==> config.mk <==
export PLATFORM = sky130hd
export DESIGN_NAME = io_bus_arbiter
export DESIGN_NICKNAME = d
export VERILOG_FILES = /design/src/rtl/io_bus_arbiter.sv
export SDC_FILE = /design/constraint.sdc
export NUM_CORES = 1
export LEC_CHECK = 0
export CAP_MARGIN = 10
export CORE_ASPECT_RATIO = 0.8
export CORE_MARGIN = 2
export CORE_UTILIZATION = 46
export CTS_BUF_LIST = sky130_fd_sc_hd__clkbuf_8
export CTS_CLUSTER_SIZE = 16
export DETAILED_ROUTE_END_ITERATION = 8
export PLACE_DENSITY = 0.85
export REMOVE_ABC_BUFFERS = 1
export SYNTH_ARGS = -nofsm -noshare
export SYNTH_HDL_FRONTEND = slang
export SYNTH_SLANG_ARGS = --single-unit
==> constraint.sdc <==
create_clock -name clk -period 3.5 [get_ports clk]
set_input_delay 0.525 -clock clk [delete_from_list [all_inputs] [get_ports clk]]
set_output_delay 0.525 -clock clk [all_outputs]
set_load 0.005 [all_outputs]
==> src/rtl/io_bus_arbiter.sv <==
// Two-port arbiter for the 8-bit local I/O bus: round-robin with a bounded lock,
// one access at a time, registered bus drive and a one-cycle completion ack per grant.
module io_bus_arbiter #(
    parameter int unsigned ADDR_W        = 8,
    parameter int unsigned DATA_W        = 8,
    parameter int unsigned ACCESS_CYCLES = 1,
    parameter int unsigned MAX_LOCK      = 4
) (
    input  logic              clk,
    input  logic              rst_n,
    input  logic              req0,
    input  logic              req1,
    input  logic              lock0,
    input  logic              lock1,
    input  logic              we0,
    input  logic              we1,
    input  logic [ADDR_W-1:0] addr0,
    input  logic [ADDR_W-1:0] addr1,
    input  logic [DATA_W-1:0] wdata0,
    input  logic [DATA_W-1:0] wdata1,
    output logic              ack0,
    output logic              ack1,
    output logic [DATA_W-1:0] rdata0,
    output logic [DATA_W-1:0] rdata1,
    output logic [ADDR_W-1:0] io_addr,
    output logic [DATA_W-1:0] io_wdata,
    output logic              io_we,
    input  logic [DATA_W-1:0] io_rdata,
    output logic              busy,
    output logic              owner
);

    localparam int unsigned CNT_W = (ACCESS_CYCLES > 1) ? $clog2(ACCESS_CYCLES) : 1;
    localparam int unsigned RUN_W = $clog2(MAX_LOCK + 1);
    localparam logic [CNT_W-1:0] CNT_INIT  = CNT_W'(ACCESS_CYCLES - 1);
    localparam logic [RUN_W-1:0] RUN_LIMIT = RUN_W'(MAX_LOCK - 1);

    typedef enum logic [1:0] {
        S_IDLE   = 2'd0,
        S_ACCESS = 2'd1,
        S_DONE   = 2'd2
    } state_t;

    state_t             r_state;
    logic [CNT_W-1:0]   r_cnt;
    logic               r_last_grant;
    logic               r_lock_valid;
    logic [RUN_W-1:0]   r_lock_run;

    logic               w_win;
    logic               w_req_owner;
    logic               w_req_other;
    logic               w_lock_owner;
    logic [ADDR_W-1:0]  w_addr;
    logic [DATA_W-1:0]  w_wdata;
    logic               w_we;

    assign w_req_owner  = owner ? req1  : req0;
    assign w_req_other  = owner ? req0  : req1;
    assign w_lock_owner = owner ? lock1 : lock0;

    // Lock holder keeps the bus while it still requests; otherwise round-robin on a tie.
    always_comb begin
        w_win = 1'b0;
        if (r_lock_valid && w_req_owner) begin
            w_win = owner;
        end else if (req0 && req1) begin
            w_win = ~r_last_grant;
        end else begin
            w_win = req1;
        end
    end

    assign w_addr  = w_win ? addr1  : addr0;
    assign w_wdata = w_win ? wdata1 : wdata0;
    assign w_we    = w_win ? we1    : we0;

    always_ff @(posedge clk or negedge rst_n) begin
        if (!rst_n) begin
            r_state      <= S_IDLE;
            r_cnt        <= '0;
            r_last_grant <= 1'b1;
            r_lock_valid <= 1'b0;
            r_lock_run   <= '0;
            io_addr      <= '0;
            io_wdata     <= '0;
            io_we        <= 1'b1;
            ack0         <= 1'b0;
            ack1         <= 1'b0;
            rdata0       <= '0;
            rdata1       <= '0;
            busy         <= 1'b0;
            owner        <= 1'b0;
        end else begin
            case (r_state)
                S_IDLE: begin
                    if (req0 || req1) begin
                        io_addr  <= w_addr;
                        io_wdata <= w_wdata;
                        io_we    <= w_we;
                        owner    <= w_win;
                        r_cnt    <= CNT_INIT;
                        busy     <= 1'b1;
                        r_state  <= S_ACCESS;
                        // A lock only survives while the same port keeps winning.
                        if (w_win != owner) begin
                            r_lock_valid <= 1'b0;
                            r_lock_run   <= '0;
                        end
                    end
                end
                S_ACCESS: begin
                    if (r_cnt != '0) begin
                        r_cnt <= r_cnt - CNT_W'(1);
                    end else begin
                        if (io_we) begin
                            if (owner) rdata1 <= io_rdata;
                            else       rdata0 <= io_rdata;
                        end
                        if (owner) ack1 <= 1'b1;
                        else       ack0 <= 1'b1;
                        io_we   <= 1'b1;
                        r_state <= S_DONE;
                    end
                end
                S_DONE: begin
                    ack0         <= 1'b0;
                    ack1         <= 1'b0;
                    busy         <= 1'b0;
                    r_last_grant <= owner;
                    r_state      <= S_IDLE;
                    // Run count saturates so a waiting peer forces a yield one grant later.
                    if (w_lock_owner) begin
                        if (w_req_other && (r_lock_run == RUN_LIMIT)) begin
                            r_lock_valid <= 1'b0;
                            r_lock_run   <= '0;
                        end else begin
                            r_lock_valid <= 1'b1;
                            if (r_lock_run != RUN_LIMIT) begin
                                r_lock_run <= r_lock_run + RUN_W'(1);
                            end
                        end
                    end else begin
                        r_lock_valid <= 1'b0;
                        r_lock_run   <= '0;
                    end
                end
                default: begin
                    r_state <= S_IDLE;
                end
            endcase
        end
    end

endmodule

# After elaboration in Yosys (flattened, before gate mapping)
# Cells that the tools add are included.
word_totals:
  register_bits: 45
  latchBits: 0
  ramBits: 0
  mem_bits_ro: 0
  input_bits: 48
  output_inout_bits: 37
  mem_count: 0
classes:
  add_sub_neg: 2
  mul: 0
  n_div: 0
  n_lt_le_gt_ge: 0
  n_eq_ne: 11
  shift: 0
  mux: 36
  bitwise: 3
  n_reduce_logical: 19
ops:
  columns: ["op", "n"]
  rows:
  - ["$mux 1", 19]
  - ["$mux 8", 2]
  - ["$mux 3", 5]
  - ["$pmux 1 s2", 6]
  - ["$reduce_and 3->1", 4]
  - ["$reduce_and 4->1", 3]
  - ["$ne 2x2->1 const B", 5]
  - ["$reduce_and 2->1", 4]
  - ["$pmux 3 s2", 1]
  - ["$reduce_bool 2->1", 3]
  - ["$mux 2", 2]
  - ["$ne 4x4->1 const B", 1]
  - ["$pmux 2 s2", 1]
  - ["$add 3x1->3 const B", 1]
  - ["$eq 3x2->1 const B", 1]
  - ["$logic_and 1x1->1", 3]
  - ["$ne 3x2->1 const B", 1]
  - ["$not 1->1", 3]
  - ["$eq 2x1->1 const B", 1]
  - ["$eq 2x2->1 const B", 1]
  - ["$logic_not 2->1", 1]
  - ["$logic_or 1x1->1", 1]
  - ["$ne 1x1->1", 1]
  - ["$sub 1x1->1 const B", 1]

# Logic depth before layout (Yosys ltp)
# Gate-level depths: netlist of run 1.
depth:
  word_depth: 7
  depth_mapped: 6
  mapped_depth_nobuf: 5

# Least setup slack after synthesis of run 1
# Ideal clock, no wire load.
synth_timing:
  path_type: "input to register"
  from: "in req1"
  to: "reg r_lock_run[2]"
  setup_ns: 0.119
  arrival_ns: 1.251
  required_time_ns: 3.381
  setup_slack_ns: 2.130
  path_stages: 5
  n_path_buf: 1
  path_cell_list: "buf_4 -> nor4b_2 -> a31oi_1 -> a21o_1 -> o21a_1"
synth_via:
  elab_chain_cells: 6
  elab_cells_between_ends: 16
synth_lines:
  columns: ["item", "line", "text"]
  rows:
  - ["from (decl)", "12", "input logic req1,"]
  - ["$logic_and 1x1->1 / $mux 1 (equally long branches)", "67, 58", null]
  - ["$mux 1 / $logic_and 1x1->1 (equally long branches)", "67, 65", null]
  - ["$mux 1", "65", "if (r_lock_valid && w_req_owner) begin"]
  - ["$ne 1x1->1", "106", "if (w_win != owner) begin"]
  - ["$ne 2x2->1 (no line)", null, null]
  - ["$reduce_and 4->1 (no line)", null, null]
  - ["to (signal assigned)", "140", "r_lock_run <= r_lock_run + RUN_W'(1);"]
  - ["to (decl)", "48", "logic [RUN_W-1:0] r_lock_run;"]
# Several ways; a longest one is shown, not always the timed one.
# A chain may end at the register's enable or synchronous reset.

# Worst setup path after layout of run 1
layout_timing:
  from: "reg owner"
  to: "out owner"
layout_rtl:
  columns: ["item", "line", "text"]
  rows:
  - ["from (decl)", "30", "output logic owner"]
  - ["from (signal assigned)", "101", "owner <= w_win;"]
# No word-level cell between the ends.

==> impl_metrics.toml, run 1 <==
[floorplanning]
core_mm2 = 0.004283
dieHeight_um = 64.32
std_cell_rows = 21
start_util_pct = 48.85
dieArea_mm2 = 0.005107
die_x_um = 79.40
io_pins = 85

[clocking]
cts_tree = "built"
ctsHoldBuffers = 0
cts_buffers = 5
htreeDepth = 2
cts_sinks = 44
clk_pin_slew_ns = 0.09
cts-resized-gates = 0
post_cts_buffers = 0
clk_path_buf_depth = 2
insertion_delay_ns = 0.30
cts-root-buf = "clkbuf_8"

[final_layout]
multi_input_area_um2 = 894.6
diodes = 0
drive_gt1_share_pct = 14.93
nets = 316
seq_area_mm2 = 0.001104
area_growth_pct = 44.74
utilization_pct = 70.70
fill_cells = 334
fin_cells = 325

[synthesis]
yosysWarnings = 0
synthTopCellsByArea = "dfrtp_1 (50%), mux2_4 (5.7%), a31oi_1 (5.4%), o21ai_0 (5.0%), nand3_1 (4.3%)"
synth_top_family_by_area = "simple AND/OR/NAND/NOR gates"
async_flop_share_pct = 100.0
synth_common_cells = "dfrtp_1 (42), o21ai_0 (21), a31oi_1 (18), nand3_1 (18), nor2_1 (18)"
synthAdderAreaFrac_pct = 0.5981
synth-compound-area-share_pct = 15.79
synth-edff-count = 0
synth_mux_area_share_pct = 10.05
synth_top_area_share_pct = 50.24
ys_ff_latch = 44
ys_seq_area_share_pct = 52.75
synth_most_common_cell = "dfrtp_1"
synth_area_mm2 = 0.002092
synth.largest_area_cell = "dfrtp_1"
synth_xor_area_share_pct = 0
synth-simple-area-share_pct = 16.09
syn_inst = 186
synthFlopType = "dfrtp_1"
ys_types = 36
avgSynthCellArea_um2 = 11.25

[timing]
setup_ws_ns = 1.497
min_period_over_period_pct = 57.22
fmax_ghz = 0.4993
drv_slew = 0
fin_worst_skew_ns = 0.004299
finalHoldWorstSlack_ns = 0.3655
finalSetupTns_ns = 0
rsz0062_at_grt = "no"
relSlewSlack_pct = 36.49
finalCriticalPeriod_ns = 2.003
finalSetupViolations = 0
finalHoldViolations = 0
worst_pin_slew_ns = 0.9526

[placement]
placed_cells = 317
io_buffers = 84
hpwl_mm = 3.506
place_ws_ns = 1.372
finalWeightedCongestion = 0.8325

[setup_path]
crit_chain = "clkdlybuf4s50_1"
crit_arrival_ns = 1.48
max_stage_delay_ns = 0.60
cp-start-kind = "register"
critPathKind = "register to output pin"
required_ns = 2.97
setup.worst_path.end_class = "output pin"
worstPathMaxFanout = 11
crit_family = "flip-flops"
worst-path-buf-inv = 1
slowest_stage = "dfrtp_1"

[global_route]
grt_antenna_before_repair = 0
grt_max_degree = 45
first_global_vias = 1671
grt_use_total_pct = 20.29
overflow = 0
grt_pass1_wl_mm = 7.748

[route]
drt-total-wl_mm = 4.852
drcViolationCount = 0
avgViaCountPerCell = 5.225
ant_nets = 0
dr.pass1.iters = 4
routedWlPerCell_um = 14.93
drt_iter0_markers = 83
vias = 1698

[power_and_ir_drop]
cellPowerDensity_mw_per_mm2 = 797.8
ir_drop_v = 0.0003852
p_leak_nw = 1.226

[flow_run]
cap_violations = 0

[status]
status = "finished clean"

[min_path]
hold_class = "input port to async pin"
[routing by layer]
metal | track usage, % | vias to the layer above | share of wire (%)
met5 | 0 | - | 0
met4 | 9.267 | 0 | 1.5
met3 | 7.768 | 7 | 9.3
met2 | 31.14 | 73 | 45
met1 | 25.39 | 786 | 45
li1 | - | 832 | -
[registers in the layout, indices dropped and copies added (netlist names), 2 cells and up]
| signal | cells |
|---|---|
| io_addr | 8 |
| io_wdata | 8 |
| rdata0 | 8 |
| rdata1 | 8 |
| r_lock_run | 3 |
| r_state | 2 |
[kinds of logic (layout without fill, tap and decap cells)]
| group | Yosys count | after routing |
|---|---|---|
| DFF | 44 | 44 |
| and+or+nand+nor | 58 | 58 |
| AOI/OAI and AO/OA | 51 | 51 |
| adders and majority gates | 1 | 1 |
| buffers and inverters | 16 | 98 |
| muxes | 16 | 16 |
[cells in the final DEF (no fill, tap or decap), drive strengths merged, types with 2 or more instances in the layout]
| master | Yosys | routed |
|---|---|---|
| clkdlybuf4s50 | 0 | 83 |
| dfrtp | 42 | 42 |
| o21ai | 23 | 23 |
| nand3 | 19 | 19 |
| nor2 | 18 | 18 |
| a31oi | 18 | 18 |
| mux2 | 16 | 16 |
| clkbuf | 0 | 5 |
| nor2b | 5 | 5 |
| inv | 4 | 4 |
| nand2 | 3 | 3 |
| a21o | 3 | 3 |
| and3b | 3 | 3 |
| nor3 | 3 | 3 |
| buf | 12 | 3 |
| a21oi | 2 | 2 |
| clkinvlp | 0 | 2 |
| dfstp | 2 | 2 |
| o21a | 2 | 2 |
[path summary, 6_finish.rpt]
| path | slack (ns) | end | cells past startpoint | from |
|---|---|---|---|---|
| max in group asynchronous | 2.54 | r_lock_valid$_DFFE_PN0P_ | 1 | rst_n |
| worst max register to register | 1.93 | io_we$_DFFE_PN1P_ | 4 | owner$_DFFE_PN0P_ |
| min in group clk | 0.50 | busy$_DFFE_PN0P_ | 1 | busy$_DFFE_PN0P_ |
| worst max-delay path | 1.50 | owner | 1 | owner$_DFFE_PN0P_ |
| worst min-delay path | 0.37 | r_lock_run[0]$_DFFE_PN0P_ | 1 | rst_n |
| worst min register to register | 0.50 | busy$_DFFE_PN0P_ | 1 | busy$_DFFE_PN0P_ |
[layout make-up]
type	count	share of cell area [%]
repair buffers	86	28.10
well taps	57	2.355
clock buffers	5	2.273
flip-flops and latches	44	36.45
clock inverters	3	0.7851
inverters	4	0.4959
multi-input cells	126	29.55
[power by group]
| group | internal [mW] | total [mW] | switching (mW) |
|---|---|---|---|
| Combinational | 0.712 | 1.14 | 0.429 |
| Clock | 0.141 | 0.328 | 0.187 |
| Sequential | 0.761 | 0.947 | 0.186 |
[worst register-to-register path, cell delays in order (launching register included)]
cell and delay [ns]:
dfrtp_1 0.60, nor2b_4 0.10, o21ai_4 0.44, nand3_1 0.17, a31oi_1 0.21
[through the flow]
stage	power, mW	area [um2]
final	2.416	3028
after CTS	2.436	3028
after floorplan	1.471	2008
after global placement	2.066	2935
after detailed placement	2.106	2935
after global routing	2.584	3028
Power figures use the tool's default switching activity.
==> run 2: changes to the inputs <==
--- a/config.mk
+++ b/config.mk
@@ -8,11 +8,11 @@
 export CAP_MARGIN = 10
 export CORE_ASPECT_RATIO = 0.8
 export CORE_MARGIN = 2
-export CORE_UTILIZATION = 46
+export CORE_UTILIZATION = 40
 export CTS_BUF_LIST = sky130_fd_sc_hd__clkbuf_8
 export CTS_CLUSTER_SIZE = 16
 export DETAILED_ROUTE_END_ITERATION = 8
-export PLACE_DENSITY = 0.85
+export PLACE_DENSITY = 0.78
 export REMOVE_ABC_BUFFERS = 1
 export SYNTH_ARGS = -nofsm -noshare
 export SYNTH_HDL_FRONTEND = slang
==> constraint.sdc (replaced) <==
create_clock -name clk -period 1.8 [get_ports clk]
set_input_delay 0.27 -clock clk [delete_from_list [all_inputs] [get_ports clk]]
set_output_delay 0.27 -clock clk [all_outputs]
set_load 0.005 [all_outputs]
==> run 2 against run 1 <==
Net effect:
- total power is 100% higher
- clock power rose by 140%
- via count increased by 1.5%
- clock skew rose by 0.0051 ns
- sequential share of layout area decreased by 1.3 points
- global-route usage shrank 2.7 points
- utilization is 8.2 points lower
- register-to-register slack worse by 1.6 ns
- count of clock-buffer cells in the layout stayed put
- critical path depth unchanged
==> impl_metrics.toml, run 2 (synthesized netlist as in run 1, its figures left out) <==
[status]
status = "finished clean"

[timing]
rsz0062_at_grt = "no"
worst_pin_slew_ns = 0.4929
relSlewSlack_pct = 67.02
finalSetupViolations = 0
min_period_over_period_pct = 91.84
fmax_ghz = 0.6049
drv_slew = 0
fin_worst_skew_ns = 0.009358
finalSetupTns_ns = 0
finalCriticalPeriod_ns = 1.653
finalHoldViolations = 0

[route]
drt-total-wl_mm = 4.990
dr.pass1.iters = 4
vias = 1724
avgViaCountPerCell = 5.101
drcViolationCount = 0
ant_nets = 0
drt_iter0_markers = 78
routedWlPerCell_um = 14.76

[global_route]
first_global_vias = 1699
grt_antenna_before_repair = 0
grt_pass1_wl_mm = 8.038
overflow = 0
grt_use_total_pct = 17.63
grt_max_degree = 28

[setup_path]
cp-start-kind = "register"
worstPathMaxFanout = 4
worst-path-buf-inv = 1
slowest_stage = "dfstp_2"
required_ns = 1.53
crit_family = "flip-flops"
setup.worst_path.end_class = "output pin"
crit_arrival_ns = 1.38
critPathKind = "register to output pin"
rr_worst_depth = 4
crit_chain = "clkdlybuf4s50_1"
cp_num_cells = 1
max_stage_delay_ns = 0.57

[power_and_ir_drop]
cellPowerDensity_mw_per_mm2 = 1566
p_leak_nw = 1.287
ir_drop_v = 0.0006937

[clocking]
cts_sinks = 44
clk_path_buf_depth = 2
insertion_delay_ns = 0.30
post_cts_buffers = 0
cts-root-buf = "clkbuf_8"
htreeDepth = 2
cts_buffers = 5
clk_pin_slew_ns = 0.09
cts_tree = "built"

[final_layout]
diodes = 0
drive_gt1_share_pct = 17.39
final_cell_mix = "clkdlybuf4s50_1 (83), dfrtp_1 (41), o21ai_0 (21)"
fill_cells = 438
nets = 324
area_growth_pct = 50.36
final_common_cell = "clkdlybuf4s50_1"
utilization_pct = 62.46

[floorplanning]
io_pins = 85
start_util_pct = 41.54
core_mm2 = 0.005036
dieArea_mm2 = 0.005828
dieHeight_um = 68.69
die_x_um = 84.86
std_cell_rows = 23

[placement]
hpwl_mm = 3.715
finalWeightedCongestion = 0.7683
io_buffers = 84

[flow_run]
cap_violations = 0

[min_path]
hold_class = "input port to async pin"
==> run 2: cell types whose count changed in the layout (fill, tap and decap cells not counted), sizes merged <==
cell,before,now
buf,3,10
bufinv,0,1
clkinv,1,0
clkinvlp,2,1
dlygate4sd3,0,1
inv,4,5
==> run 2: final timing paths <==
| check | start | to | slack (ns) |
|---|---|---|---|
| min reg2reg | busy$_DFFE_PN0P_ | busy$_DFFE_PN0P_ | 0.49 |
| max | io_we$_DFFE_PN1P_ | io_we | 0.15 |
| min | rst_n | io_wdata[3]$_DFFE_PN0P_ | 0.44 |
| max reg2reg | r_last_grant$_DFFE_PN1P_ | r_lock_run[0]$_DFFE_PN0P_ | 0.30 |
| min in group clk | busy$_DFFE_PN0P_ | busy$_DFFE_PN0P_ | 0.49 |
| max in group asynchronous | rst_n | rdata1[4]$_DFFE_PN0P_ | 0.88 |
==> run 2: report_power, final <==
| part | switching (mW) | leakage (nW) | internal (mW) | total [mW] |
|---|---|---|---|---|
| clock network | 0.357 | 0.0548 | 0.418 | 0.775 |
| logic | 0.868 | 0.721 | 1.46 | 2.32 |
| registers | 0.343 | 0.511 | 1.48 | 1.82 |
| total | 1.57 | 1.29 | 3.36 | 4.92 |
==> run 2: metal layers <==
layer / vias up / wire length, um / GRT usage [%]
li1: 847 / - / -
met1: 804 / 2270 / 22.28
met2: 68 / 2164 / 27.95
met3: 5 / 509 / 7.381
met4: 0 / 45 / 5.556
met5: - / 0 / 0
==> run 2: area by class of cell <==
cell class                      count  area [um2]  share of cell area (%)
Clock buffer                        5       68.82                   2.188
Clock inverter                      3       46.29                   1.472
Inverter                            4       15.01                  0.4773
Multi-Input combinational cell    126       894.6                   28.44
Sequential cell                    44        1105                   35.12
Tap cell                           62       77.57                   2.466
Timing Repair Buffer               94       938.4                   29.83
==> run 2: what timing repair did <==
| item | CTS | global route |
|---|---|---|
| endpoints found under the hold margin | 15 | 0 |
| gates resized for setup | 0 | 1 |
| hold buffers | 1 | 0 |
| endpoints found under the setup margin | 0 | 1 |
==> run 2: per-stage QoR <==
step	setup slack (ns)	instances	instance area (um2)	hold slack [ns]	power (mW)
finish	0.1469	338	3146	0.4376	4.925
CTS	0.007984	338	3144	0.4590	4.984
global placement	0.06722	329	3019	0.2341	4.118
detailed placement	0.05358	329	3019	0.2303	4.194
global route	0.1059	338	3146	0.4755	5.296
floorplan	-0.9827	174	2008	-0.02559	2.860
==> run 2: worst register-to-register path: cells and delay by family (launching register included) <==
kind / cells / cell delay [ns]
flops: 1 / 0.56
simple gates: 1 / 0.25
compound gates: 3 / 0.57
